`src/rtl/uart_tx_fifo.sv`:
```
// Byte FIFO between the core and the UART transmitter, with show-ahead head byte,
// fill-level flags and a sticky overflow flag for bytes dropped while full.
module uart_tx_fifo #(
  parameter int ADDR_W    = 4,
  parameter int AFULL_LVL = 12
) (
  input  logic              clk,
  input  logic              rst,
  input  logic              wr_en,
  input  logic [7:0]        wr_data,
  output logic              full,
  output logic              almost_full,
  output logic [ADDR_W:0]   count,
  output logic              overflow,
  input  logic              overflow_clr,
  output logic              valid_send,
  output logic [7:0]        data_send,
  input  logic              ready_send
);

  localparam int DEPTH = 1 << ADDR_W;
  localparam logic [ADDR_W:0] DEPTH_CNT = (ADDR_W+1)'(DEPTH);
  localparam logic [ADDR_W:0] AFULL_CNT = (ADDR_W+1)'(AFULL_LVL);
  localparam logic [ADDR_W:0] ONE_CNT   = (ADDR_W+1)'(1);
  localparam logic [ADDR_W-1:0] ONE_PTR = (ADDR_W)'(1);

  logic [7:0]        mem [DEPTH];
  logic [ADDR_W-1:0] wr_ptr;
  logic [ADDR_W-1:0] rd_ptr;
  logic              push;
  logic              pop;
  logic [ADDR_W:0]   count_nxt;

  // Both handshakes are judged from registered state only, so a pop never
  // depends on ready_send dropping and a full FIFO rejects the push outright.
  assign push = wr_en && !full;
  assign pop  = valid_send && ready_send;

  always_comb begin
    count_nxt = count;
    case ({push, pop})
      2'b10:   count_nxt = count + ONE_CNT;
      2'b01:   count_nxt = count - ONE_CNT;
      default: count_nxt = count;
    endcase
  end

  always_ff @(posedge clk) begin
    if (push)
      mem[wr_ptr] <= wr_data;
  end

  assign data_send = mem[rd_ptr];

  // Flags are compared against the next count so they move on the same edge as count.
  always_ff @(posedge clk) begin
    if (rst) begin
      wr_ptr      <= '0;
      rd_ptr      <= '0;
      count       <= '0;
      full        <= 1'b0;
      almost_full <= 1'b0;
      valid_send  <= 1'b0;
      overflow    <= 1'b0;
    end else begin
      if (push)
        wr_ptr <= wr_ptr + ONE_PTR;
      if (pop)
        rd_ptr <= rd_ptr + ONE_PTR;
      count       <= count_nxt;
      full        <= (count_nxt == DEPTH_CNT);
      almost_full <= (count_nxt >= AFULL_CNT);
      valid_send  <= (count_nxt != '0);
      if (wr_en && full)
        overflow <= 1'b1;
      else if (overflow_clr)
        overflow <= 1'b0;
    end
  end

endmodule

```
`config.mk`:
```
export PLATFORM = sky130hd
export DESIGN_NAME = uart_tx_fifo
export DESIGN_NICKNAME = d
export VERILOG_FILES = /design/src/rtl/uart_tx_fifo.sv
export SDC_FILE = /design/constraint.sdc
export NUM_CORES = 1
export LEC_CHECK = 0
export BUFFER_PORTS_ARGS = -buffer_cell sky130_fd_sc_hd__buf_2
export CAP_MARGIN = 20
export CORE_UTILIZATION = 50
export CTS_BUF_LIST = sky130_fd_sc_hd__clkbuf_16
export CTS_CLUSTER_DIAMETER = 50
export DETAILED_ROUTE_END_ITERATION = 10
export PLACE_DENSITY = 0.74
export SLEW_MARGIN = 10
export SYNTH_ARGS = -nofsm -noshare
export SYNTH_HDL_FRONTEND = slang
export SYNTH_SLANG_ARGS = --single-unit
```
`constraint.sdc`:
```
create_clock -name clk -period 2.5 [get_ports clk]
set_input_delay 0.125 -clock clk [delete_from_list [all_inputs] [get_ports clk]]
set_output_delay 0.125 -clock clk [all_outputs]
set_load 0.02 [all_outputs]
```
==> results.cfg <==
[run_status]
outcome = finished, final reports clean

[yosys]
synth_fa_ha_area_share_pct = 1.48
synth_top_flop_cell = edfxtp_1
synth_top_area_share_pct = 65.1
yosys-top-cells-area = edfxtp_1, mux4_2, dfxtp_1
synth.area.mux_share_pct = 15.4
seq_area_frac_synth_pct = 72.2
synth_edf_count = 128
synth_top_area_cell = edfxtp_1
syn_inst = 317
synth.avg_cell_area_um2 = 18.6
synthArstFlopShare_pct = 0
syn-cell-area_mm2 = 0.00591
synth_top_family_by_area = multiplexers
yosys_warnings = 0
synth-xor-area-share_pct = 1.63
yosysUniqueCellTypes = 39
synth_nets = 337
synth_compound_area_share_pct = 1.97
yosys.area_share.simple_pct = 5.55
ys_seq_elements = 149

[power]
power_leakage_nw = 2.39
peakVddDrop_mv = 0.563
power_density_mw_per_mm2 = 955

[flow_run]
maxCapViolations = 0

[layout]
drive_gt1_share_pct = 32.8
nets = 391
syn_to_final_growth_pct = 19.1

[critical_path]
crit_chain = buf_12 > mux4_2 > mux4_2 > buf_2
worstSetupEndpointType = output port
critPathSlowestCell = mux4_2
critical_path_peak_fanout = 16
cp_top_family = multiplexers
cp_num_buf_inv = 2
worst_ep_arrival_time_ps = 2280
crit_required_ps = 2380
cp-start-kind = flip-flop
path_class = flip-flop to output port
max_stage_delay_ps = 530
crit_path_frequent_cell = mux4_2

[floorplan]
fp-row-count = 39
start_util_pct = 51.5
coreArea_mm2 = 0.0115
die_y_um = 111
die_x_um = 111
fp.dieArea_mm2 = 0.0123
ioPinCount = 30

[sta]
setup_tns_ps = 0
max_freq_mhz = 416
finalSetupViolations = 0
setup_ws_ps = 95.3
period_share_pct = 96.2
hold_viol = 0
worst_pin_slew_ps = 625
rsz0062_at_grt = false
fin_skew_ps = 5.99
slew_violations = 0
max-slew-margin-rel_pct = 58.3
fin_crit_ps = 2400

[clock_network]
cts_tree = yes
insertion_delay_ps = 420
root_buffer = clkbuf_16
htree_levels = 4
clk_path_buf_depth = 2
clkSinkCount = 149
clk_pin_slew_worst_paths_ps = 60
numCtsBuffers = 17

[grt]
grt_max_degree = 33
antenna_found_initial = 2
grt_pass1_vias = 3096
grtUsageTotal_pct = 20.1
grt_pass1_wl_um = 17300
grt_remaining_overflow = 0

[detailed_routing]
firstDrtPassIters = 4
vias_per_cell = 5.71
drtIter0Drc = 311
wl_um = 11300
wl_per_cell_um = 21.4
drt_drc_violations_left = 0
via_count = 3020
antenna_left = 0

[placement]
place_congestion = 0.825
place_hpwl_um = 6970
port-buffer-count = 29
dp_slack_ps = 145

[worst_hold_path]
hold_class = input pin to flip-flop
[state kept, by name (all words and copies together), names as in the netlist, named ones only]
register	count
full	1
wr_ptr	4
almost_full	1
overflow	1
mem	128
valid_send	1
rd_ptr	4
count	5
[what timing repair did]
item                                    CTS  global route
setup buffers                             0             1
endpoints found under the setup margin    0             4
hold buffers                              2             0
gates resized for setup                   0             4
endpoints found under the hold margin     1             0
[worst register-to-register path: cells and delay by family, from the launching register on]
kind / cells / cell delay, ps
and+or+nand+nor: 5 / 670
AOI/OAI and AO/OA: 2 / 560
xor gates and xnor gates: 2 / 410
DFF: 1 / 320
adders and majority gates: 1 / 240
[power by group]
group | switching (mW) | internal [mW] | total (mW) | leakage, nW
Clock | 0.902 | 1.84 | 2.75 | 0.323
Sequential | 0.101 | 2.80 | 2.90 | 1.33
Combinational | 0.561 | 0.508 | 1.07 | 0.736
[layout by cell type (no fill, tap or decap), types with 3 or more instances in the layout]
master | Yosys | layout
nor2_1 | 26 | 26
edfxtp_1 | 128 | 128
bufinv_16 | 0 | 6
xor2_1 | 8 | 8
mux4_2 | 40 | 40
buf_4 | 0 | 20
nor3_1 | 7 | 7
inv_1 | 4 | 8
nand4_1 | 3 | 3
dfxtp_1 | 21 | 20
xnor2_1 | 3 | 3
nand2b_1 | 3 | 3
a21oi_1 | 6 | 6
nand2_1 | 15 | 15
clkbuf_16 | 0 | 18
ha_1 | 7 | 5
buf_2 | 4 | 29
[cell type report]
cell class                      count  area (um^2)
Tap cell                          143          179
Multi-Input combinational cell    144         1550
Sequential cell                   149         4270
Timing Repair Buffer               53          360
Clock buffer                       17          425
Fill cell                         809         4430
Clock inverter                     15          223
Inverter                            6         25.0
Antenna cell                        2         5.00
[cell usage after synthesis (2+ instances only)]
| library cell | instances |
|---|---|
| a31oi_1 | 2 |
| nor2_1 | 26 |
| xor2_1 | 8 |
| nor4b_1 | 2 |
| buf_1 | 2 |
| a21oi_1 | 6 |
| nand4_1 | 3 |
| nand3_1 | 2 |
| ha_1 | 7 |
| buf_2 | 4 |
| inv_1 | 4 |
| xnor2_1 | 3 |
| a211oi_1 | 2 |
| dfxtp_1 | 21 |
| nand2b_1 | 3 |
| edfxtp_1 | 128 |
| nand3b_1 | 2 |
| nor3_1 | 7 |
| nand2_1 | 15 |
| clkbuf_1 | 11 |
| nor3b_1 | 2 |
| mux4_2 | 40 |
[kinds of logic (layout without fill, tap and decap cells)]
group | after synthesis | in the layout
flops | 149 | 149
simple gates | 68 | 68
mux | 41 | 41
buf+inv | 24 | 91
compound gates | 17 | 17
xor+xnor | 11 | 11
fa+ha+maj | 7 | 7
other cells | 0 | 2
[stage by stage]
step | total power, mW | util, % | hold WS, ps | cells | instance area [um^2]
5_1_grt | 6.97 | 61.3 | 80.1 | 527 | 7030
3_5_place_dp | 3.98 | 55.1 | 397 | 491 | 6320
2_1_floorplan | 3.69 | - | 224 | 317 | 5910
6_report | 6.72 | 61.4 | 81.9 | 529 | 7040
4_1_cts | 6.72 | 60.9 | 73.9 | 525 | 6980
3_3_place_gp | 3.95 | 55.1 | 385 | 491 | 6320
[worst paths after layout]
kind	startpoint	endpoint	slack, ps	depth (start not counted)
min	rst	rd_ptr[2]$_SDFFE_PP0P_	80	2
min reg2reg	wr_ptr[1]$_SDFFE_PP0P_	wr_ptr[1]$_SDFFE_PP0P_	520	2
max	flip-flop	data_send[1]	100	4
max reg2reg	valid_send$_SDFF_PP0_	full$_SDFF_PP0_	240	10
[metal layers]
| layer | share of wire [%] | vias up | track usage, % |
|---|---|---|---|
| li1 | - | 1366 | - |
| met1 | 42 | 1536 | 25.6 |
| met2 | 49 | 104 | 31.1 |
| met3 | 8.1 | 14 | 8.20 |
| met4 | 1.4 | 0 | 7.56 |
| met5 | 0 | - | 0 |
Note: power is estimated with default switching activity, not from simulation.
